## config.mk

```make
export PLATFORM = sky130hd
export DESIGN_NAME = vga_scan_out
export DESIGN_NICKNAME = d
export VERILOG_FILES = /design/src/rtl/vga_scan_out.sv
export SDC_FILE = /design/constraint.sdc
export NUM_CORES = 1
export LEC_CHECK = 0
export ABC_AREA = 1
export CAP_MARGIN = 20
export CORE_ASPECT_RATIO = 1.75
export CORE_MARGIN = 4
export CORE_UTILIZATION = 45
export DETAILED_ROUTE_END_ITERATION = 12
export GPL_TIMING_DRIVEN = 0
export PLACE_DENSITY = 0.7
export SETUP_SLACK_MARGIN = 0.02
export SYNTH_ARGS = -nofsm -noshare
export SYNTH_HDL_FRONTEND = slang
export SYNTH_SLANG_ARGS = --single-unit
```

## constraint.sdc

```tcl
create_clock -name CLK -period 1.88 [get_ports CLK]
set_input_delay 0.188 -clock CLK [delete_from_list [all_inputs] [get_ports CLK]]
set_output_delay 0.188 -clock CLK [all_outputs]
set_load 0.05 [all_outputs]
```

## src/rtl/vga_scan_out.sv

```systemverilog
// rtl/vga_scan_out.sv - VGA scan-out that centres the frame-store image in the active area
module vga_scan_out #(
  parameter int          H_ACTIVE     = 640,
  parameter int          H_FP         = 16,
  parameter int          H_SYNC       = 96,
  parameter int          H_BP         = 48,
  parameter int          V_ACTIVE     = 480,
  parameter int          V_FP         = 10,
  parameter int          V_SYNC       = 2,
  parameter int          V_BP         = 33,
  parameter int          IMG_W        = 250,
  parameter int          IMG_H        = 250,
  parameter int          X_OFF        = 195,
  parameter int          Y_OFF        = 115,
  parameter int          RD_LAT       = 2,
  parameter logic [23:0] NO_IMG_COLOR = 24'h404040,
  parameter logic [23:0] BORDER_COLOR = 24'h000000
) (
  input  logic        CLK,
  input  logic        RESET,
  input  logic        FRAME_READY,
  output logic        RD_EN,
  output logic [15:0] RD_ADDRESS,
  input  logic [23:0] RD_DATA,
  output logic [7:0]  VGA_R,
  output logic [7:0]  VGA_G,
  output logic [7:0]  VGA_B,
  output logic        VGA_HS,
  output logic        VGA_VS,
  output logic        VGA_BLANK_N,
  output logic        VGA_SYNC_N,
  output logic        FRAME_TICK
);

  localparam int H_TOTAL = H_ACTIVE + H_FP + H_SYNC + H_BP;
  localparam int V_TOTAL = V_ACTIVE + V_FP + V_SYNC + V_BP;
  localparam int HW      = $clog2(H_TOTAL);
  localparam int VW      = $clog2(V_TOTAL);
  localparam int D       = RD_LAT + 1;

  localparam logic [HW-1:0] H_LAST    = HW'(H_TOTAL - 1);
  localparam logic [HW-1:0] H_ACT_END = HW'(H_ACTIVE);
  localparam logic [HW-1:0] HS_START  = HW'(H_ACTIVE + H_FP);
  localparam logic [HW-1:0] HS_END    = HW'(H_ACTIVE + H_FP + H_SYNC);
  localparam logic [HW-1:0] WX_START  = HW'(X_OFF);
  localparam logic [HW-1:0] WX_END    = HW'(X_OFF + IMG_W);
  localparam logic [VW-1:0] V_LAST    = VW'(V_TOTAL - 1);
  localparam logic [VW-1:0] V_ACT_END = VW'(V_ACTIVE);
  localparam logic [VW-1:0] VS_START  = VW'(V_ACTIVE + V_FP);
  localparam logic [VW-1:0] VS_END    = VW'(V_ACTIVE + V_FP + V_SYNC);
  localparam logic [VW-1:0] WY_START  = VW'(Y_OFF);
  localparam logic [VW-1:0] WY_END    = VW'(Y_OFF + IMG_H);
  localparam logic [15:0]   ADDR_LAST = 16'(IMG_W * IMG_H - 1);

  logic [HW-1:0] h_cnt;
  logic [VW-1:0] v_cnt;
  logic          frame_end;
  logic          frame_start;
  logic          hs_raw;
  logic          vs_raw;
  logic          act_raw;
  logic          win_raw;
  logic          armed_pend;
  logic          armed;
  logic [D-1:0]  hs_d;
  logic [D-1:0]  vs_d;
  logic [D-1:0]  act_d;
  logic [D-1:0]  win_d;
  logic [D-1:0]  arm_d;
  logic [23:0]   pix;

  assign frame_end   = (h_cnt == H_LAST) && (v_cnt == V_LAST);
  assign frame_start = (h_cnt == '0) && (v_cnt == '0);
  assign hs_raw      = !((h_cnt >= HS_START) && (h_cnt < HS_END));
  assign vs_raw      = !((v_cnt >= VS_START) && (v_cnt < VS_END));
  assign act_raw     = (h_cnt < H_ACT_END) && (v_cnt < V_ACT_END);
  assign win_raw     = (h_cnt >= WX_START) && (h_cnt < WX_END) &&
                       (v_cnt >= WY_START) && (v_cnt < WY_END);

  always_ff @(posedge CLK) begin
    if (RESET) begin
      h_cnt <= '0;
      v_cnt <= '0;
    end else if (h_cnt == H_LAST) begin
      h_cnt <= '0;
      v_cnt <= (v_cnt == V_LAST) ? '0 : v_cnt + VW'(1);
    end else begin
      h_cnt <= h_cnt + HW'(1);
    end
  end

  // Display only switches on at a frame boundary; a request landing on the boundary still counts.
  always_ff @(posedge CLK) begin
    if (RESET) begin
      armed_pend <= 1'b0;
      armed      <= 1'b0;
    end else begin
      if (FRAME_READY)
        armed_pend <= 1'b1;
      if (frame_end)
        armed <= armed | armed_pend | FRAME_READY;
    end
  end

  always_ff @(posedge CLK) begin
    if (RESET) begin
      RD_EN      <= 1'b0;
      RD_ADDRESS <= '0;
    end else begin
      RD_EN <= win_raw && armed;
      if (frame_start)
        RD_ADDRESS <= '0;
      else if (RD_EN)
        RD_ADDRESS <= (RD_ADDRESS == ADDR_LAST) ? '0 : RD_ADDRESS + 16'd1;
    end
  end

  // Syncs reset to their idle level so the pins never glitch active while the pipe refills.
  always_ff @(posedge CLK) begin
    if (RESET) begin
      hs_d  <= '1;
      vs_d  <= '1;
      act_d <= '0;
      win_d <= '0;
      arm_d <= '0;
    end else begin
      hs_d  <= {hs_d[D-2:0], hs_raw};
      vs_d  <= {vs_d[D-2:0], vs_raw};
      act_d <= {act_d[D-2:0], act_raw};
      win_d <= {win_d[D-2:0], win_raw};
      arm_d <= {arm_d[D-2:0], armed};
    end
  end

  always_comb begin
    pix = 24'h000000;
    if (!act_d[D-1])
      pix = 24'h000000;
    else if (!win_d[D-1])
      pix = BORDER_COLOR;
    else if (!arm_d[D-1])
      pix = NO_IMG_COLOR;
    else
      pix = RD_DATA;
  end

  always_ff @(posedge CLK) begin
    if (RESET) begin
      VGA_R       <= '0;
      VGA_G       <= '0;
      VGA_B       <= '0;
      VGA_HS      <= 1'b1;
      VGA_VS      <= 1'b1;
      VGA_BLANK_N <= 1'b0;
      FRAME_TICK  <= 1'b0;
    end else begin
      {VGA_R, VGA_G, VGA_B} <= pix;
      VGA_HS      <= hs_d[D-1];
      VGA_VS      <= vs_d[D-1];
      VGA_BLANK_N <= act_d[D-1];
      FRAME_TICK  <= frame_end;
    end
  end

  assign VGA_SYNC_N = 1'b0;

endmodule

```

[Word level (Yosys, flattened, before mapping)]
Index checks and enable logic that the tools add are counted.
Word-level totals
  logic and storage cells: 62
  bits of input ports: 27
  register bits after elaboration: 82
Cells by class
  $add $sub $neg: 3
  bitwise logic cells: 5
  magnitude comparators: 10
  reduce and logical (&&, ||, !) cells: 17
  eq/ne operators: 3
  multiplexer cells: 3
Operators by type and width (number)
  10-bit by 9-bit < comparator with 1-bit output (second input constant): 4
  23-bit 2-to-1 mux: 1
  10-bit by 1-bit adder with 10-bit output (second input constant): 2
  10-bit == test (second input constant): 2
  10-bit zero test: 2
  10-bit < comparator (second input constant): 2
  16-bit by 1-bit adder with 16-bit output (second input constant): 1
  16-bit == test (second input constant): 1
  16-bit 2-to-1 mux: 1
  10-bit >= comparator (second input constant): 1
  10-bit by 7-bit >= comparator with 1-bit output (second input constant): 1
  10-bit by 8-bit >= comparator with 1-bit output (second input constant): 1
  10-bit by 9-bit >= comparator with 1-bit output (second input constant): 1
  10-bit 2-to-1 mux: 1
  1-bit logical AND: 9
  2-bit OR reduction: 2
  4-bit OR reduction: 1
  1-bit inverter: 3
  3-bit OR reduction: 1
  1-bit zero test: 2
  1-bit bitwise OR: 2

[Longest topological paths before layout]
  depth in word-level cells: 5
  mapped depth: 10
  mapped depth without buffers: 10

[Least setup slack after synthesis]
Ideal clock, no wire load.
  path kind: register to register
  from: reg RD_ADDRESS[0]
  to: reg RD_ADDRESS[0]
  buffers on the path: 0
  cell stages (with the launch flop): 9
  arrival: 1.533 ns
  period minus slack after synthesis: 1.652 ns
  setup slack: 0.228 ns
  path through: dfxtp_1 -> ha_1 -> nand2_1 -> inv_1 -> nand2_1 -> nor2_1 -> a21oi_4 -> nand2_1 -> a21oi_1
Between the ends
  longest elaborated chain between the ends: 2
  elaborated cells on any way between the ends: 3
  classes of those cells: add/sub: 1; eq/ne: 1; mux: 1
RTL lines
  from (decl): RTL line 23  | output logic [15:0] RD_ADDRESS,
  from (signal assigned): RTL line 114  | RD_ADDRESS <= (RD_ADDRESS == ADDR_LAST) ? '0 : RD_ADDRESS + 16'd1;
  16-bit by 1-bit adder with 16-bit output / 16-bit == test (equally long branches): RTL line 114
  16-bit 2-to-1 mux *: RTL line 114
Every way passes the cells marked *; elsewhere a longest branch is shown, timed or not.
A chain may end at the register's enable or synchronous reset.

[Worst setup path in the final report]
  from: reg RD_ADDRESS[3]
  to: out RD_ADDRESS[3]
No word-level cell between the ends.

==> run summary <==
Starting utilization of the core area: 0.467. The buffering stage count on the worst path with inverters included was 1. The critical path goes through clkdlybuf4s50_1. For this run the aggregate overflow at the end of global routing stands at 0. Top achievable clock speed: 558 MHz. The analysis attributes to cell leakage a power of 0.00206 µW. The global-route track usage on met2 was 0.332. Compared with the post-synthesis result, the final layout area differs by 31.3%. For the worst ir drop on vdd, the log shows 0.000521 V. The via count of the first global-routing pass is 3128, and the count of vias placed by the detailed router is 3215.

Entering global routing, the biggest net connects 15 pins. The total die area is 0.00951 mm², and the number of nets produced by synthesis is 527. Once detail routing completed, the nets flagged for antenna violations numbered 0. The average cell area after synthesis was 7.28 µm²; the number of max-slew violations in the final report was 0. No sink is reached through more buffers than the 2 on the longest clock path. The share of the clock period used by the worst path was 0.953. The count of nets after finishing is 609. The post-synthesis xor/xnor area fraction works out to 0.0220.

The congestion estimate from routability-driven global placement came to 0.877. After synthesis the netlist holds a flip-flop and latch count of 82. The library cell used as clock root buffer is sky130_fd_sc_hd__clkbuf_16. The post-synthesis simple-gate area fraction was 0.332. Synthesis handed over a netlist of 492 instances. The mux share of post-synthesis cell area was 0.00279; the wire length of the first global-routing pass was 13400 µm. CTS saw 82 sinks. The cell depth of the worst setup path was 1; the count of hold buffers inserted by post-cts repair was 0. Counting the fill cells in the layout gives 739. The per-cell via count in the routed design was 4.83; the number of failing setup endpoints in the final timing report was 0. The length in cells of the worst reg-to-reg path was 7.

Time the final worst path needs with I/O delays and setup: 1.79 ns. In this run the cell area measured after placement is 0.00440 mm². The tools report the data arrival time of the critical path as 1.60 ns.

The min-delay analysis places its worst path in the category input pin to flop. The type of element launching the critical path is a flop. The transition at the pin with the smallest max-transition slack was 0.536 ns. The number of failing hold endpoints at the final stage was 0. The largest incremental delay on the critical path is 0.84 ns. The category of the most critical setup path is flop to primary output. Measured along the x axis, the die boundary spans 75.5 µm. The region available for standard cell placement spans 0.00767 mm². The run finished with clean final reports. Across all register-to-register paths, the minimum setup slack is 0.37 ns.

The power density over the cells came out at 777 mW/mm². The height of the chip is 126 µm. After the flow finishes, the layout carries non-filler instances totaling 666. At the worst endpoint, the required time is 1.69 ns. The share of post-route cells with drive strength above 1 was 0.0865.

During synthesis, Yosys emitted a total of 0 warnings. The logs give 651 for the total instance count after detailed placement and 155 for the iteration-0 DRC count of the detailed router. The slowest stage of the critical path is the sky130_fd_sc_hd__clkdlybuf4s50_1 cell. The global-route usage over all layers came out at 0.181. After clock tree synthesis, the clock-pin slew on the worst setup and hold paths is 0.06 ns.

Setup repair after global routing left no endpoint under its margin. The number of antenna diodes in the final layout is 0. After synthesis, the largest family of logic cells by area is simple AND/OR/NAND/NOR gates. The tools report the number of antenna violations at the first check in global routing as 0. During placement, the flow inserted port buffers numbering 71. Before antenna repair, the detailed router went through 4 iterations. The final wirelength came out at 7920 µm. The most used routing layer was met2.

In the final routed layout, each cell accounts on average for 11.9 µm. The synthesized-area fraction occupied by ao, oa, aoi and oai cells works out to 0.0506. The worst-skew pair later-pin latency was 0.34 ns; the headroom to the max-slew limit was 0.642. The tools report the total negative slack as 0 ns.

The run gives 42 as the site row count. The tools report the launch point of the worst reg-to-reg path as RD_ADDRESS[0]. Along the worst path, the maximum fanout reaches 6. The tools report the estimated wirelength of the detail-placed design as 6140 µm.

The setup skew after layout is 0.00665 ns, and the H-tree depth is 3. The count of maximum capacitance violations is 0. Global routing met3 resource utilization: 0.0383.

The summed instance area of the synthesized netlist came out at 0.00358 mm². The number of buffers inserted during clock tree synthesis is 9, and the number of placed I/O pins is 73. The endpoint identified for the worst register-to-register timing path is RD_ADDRESS[14].

The run gives 0.174 as the met1 capacity usage during global routing. In this run the worst setup path begins at RD_ADDRESS[3]. The count of cells resized by post-cts repair was 1. In this run the post-CTS setup repair buffer count came out at 0. After routing the design area is 0.00470 mm². Counting distinct cell types in the post-synthesis netlist gives 35. TritonCTS built the clock tree. The register area share after synthesis was 0.458. STA classifies the critical path endpoint as a primary output.

The timing endpoint of the critical path was RD_ADDRESS[3]. The tools report the count of unresolved DRC violations after routing as 0. The synthesized-area fraction occupied by adder cells came out at 0.0279. Cell class contributing the biggest share of worst-path delay: buffers and inverters.
[cells in the mapped netlist, drive strengths merged]
cell	count	share of area
a21oi	18	0.028
and3	1	0.0017
buf	3	0.0049
clkbuf	2	0.0021
conb	1	0.0010
dfxtp	82	0.46
ha	8	0.028
inv	94	0.098
mux2i	1	0.0028
nand2	88	0.098
nand3	36	0.055
nand3b	2	0.0042
nand4	5	0.0087
nor2	103	0.11
nor3	15	0.030
nor4	1	0.0017
o21ai	9	0.014
o21bai	2	0.0042
o221ai	1	0.0024
o31ai	1	0.0021
or2	10	0.017
xnor2	1	0.0024
xor2	8	0.020
[per-stage QoR]
step                total power [µW]   util  worst slack (ns)  hold WS (ns)
floorplan                       1870      -             0.228         0.270
finish                          3650  0.613            0.0887         0.369
detailed placement              1950  0.574             0.114         0.393
global route                    3800  0.613            0.0205         0.375
CTS                             3710  0.613            0.0692         0.356
global placement                1940  0.574             0.131         0.390
[where the power goes]
part / switching, µW / internal, µW
logic: 76.3 / 75.5
clock network: 682 / 1060
registers: 8.16 / 1750
total: 767 / 2890
[routing by layer]
metal	vias up	part of all wire
met5	-	0
met4	0	0.033
met3	19	0.059
met2	89	0.54
met1	1443	0.37
li1	1664	-
[flip-flops by register name, summed over array words and instances, names as in the netlist, 3 cells and up]
name / flops
RD_ADDRESS: 16
VGA_B: 8
VGA_G: 8
VGA_R: 8
act_d: 3
arm_d: 3
h_cnt: 10
hs_d: 3
v_cnt: 10
vs_d: 3
win_d: 3
[worst min-delay path by stage]
stage          slack (ns)         from        to  depth (start not counted)
5_1_grt              0.37   RD_DATA[2]  VGA_B[2]                          3
3_3_place_gp         0.39     win_d[0]  win_d[1]                          2
4_1_cts              0.36  RD_DATA[16]  VGA_R[0]                          3
3_5_place_dp         0.39     act_d[1]  act_d[2]                          2
2_1_floorplan        0.27        RESET  arm_d[0]                          1
6_report             0.37  RD_DATA[13]  VGA_G[5]                          3
[kinds of logic (layout without fill, tap and decap cells)]
logic type,Yosys count,count (layout)
XOR/XNOR,9,9
multiplexers,1,1
flip-flops,82,82
AND/OR/NAND/NOR,261,261
AO/OA/AOI/OAI,31,31
other,1,1
buffers and inverters,99,185
adder cells (fa/ha/maj),8,8
[cell usage in the layout, fill, tap and decap left out, drive strengths merged, types with 2 or more instances in the layout]
master	n
nor2	103
inv	95
nand2	88
dfxtp	82
clkdlybuf4s50	70
nand3	36
a21oi	18
nor3	15
clkbuf	12
or2	10
o21ai	9
xor2	8
ha	8
nand4	5
buf	3
o21bai	2
nand3b	2
clkinvlp	2
[layout make-up]
type,count,area [µm²],share of cell area
multi-input combinational,311,1560,0.332
sequential,82,1640,0.349
clock inverter,5,62.6,0.0133
clock buffer,10,239,0.0508
timing repair buffer,71,709,0.151
tap,88,110,0.0234
inverter,94,353,0.0750
buffer,5,25.0,0.00532
(Power assumes the default switching activity.)
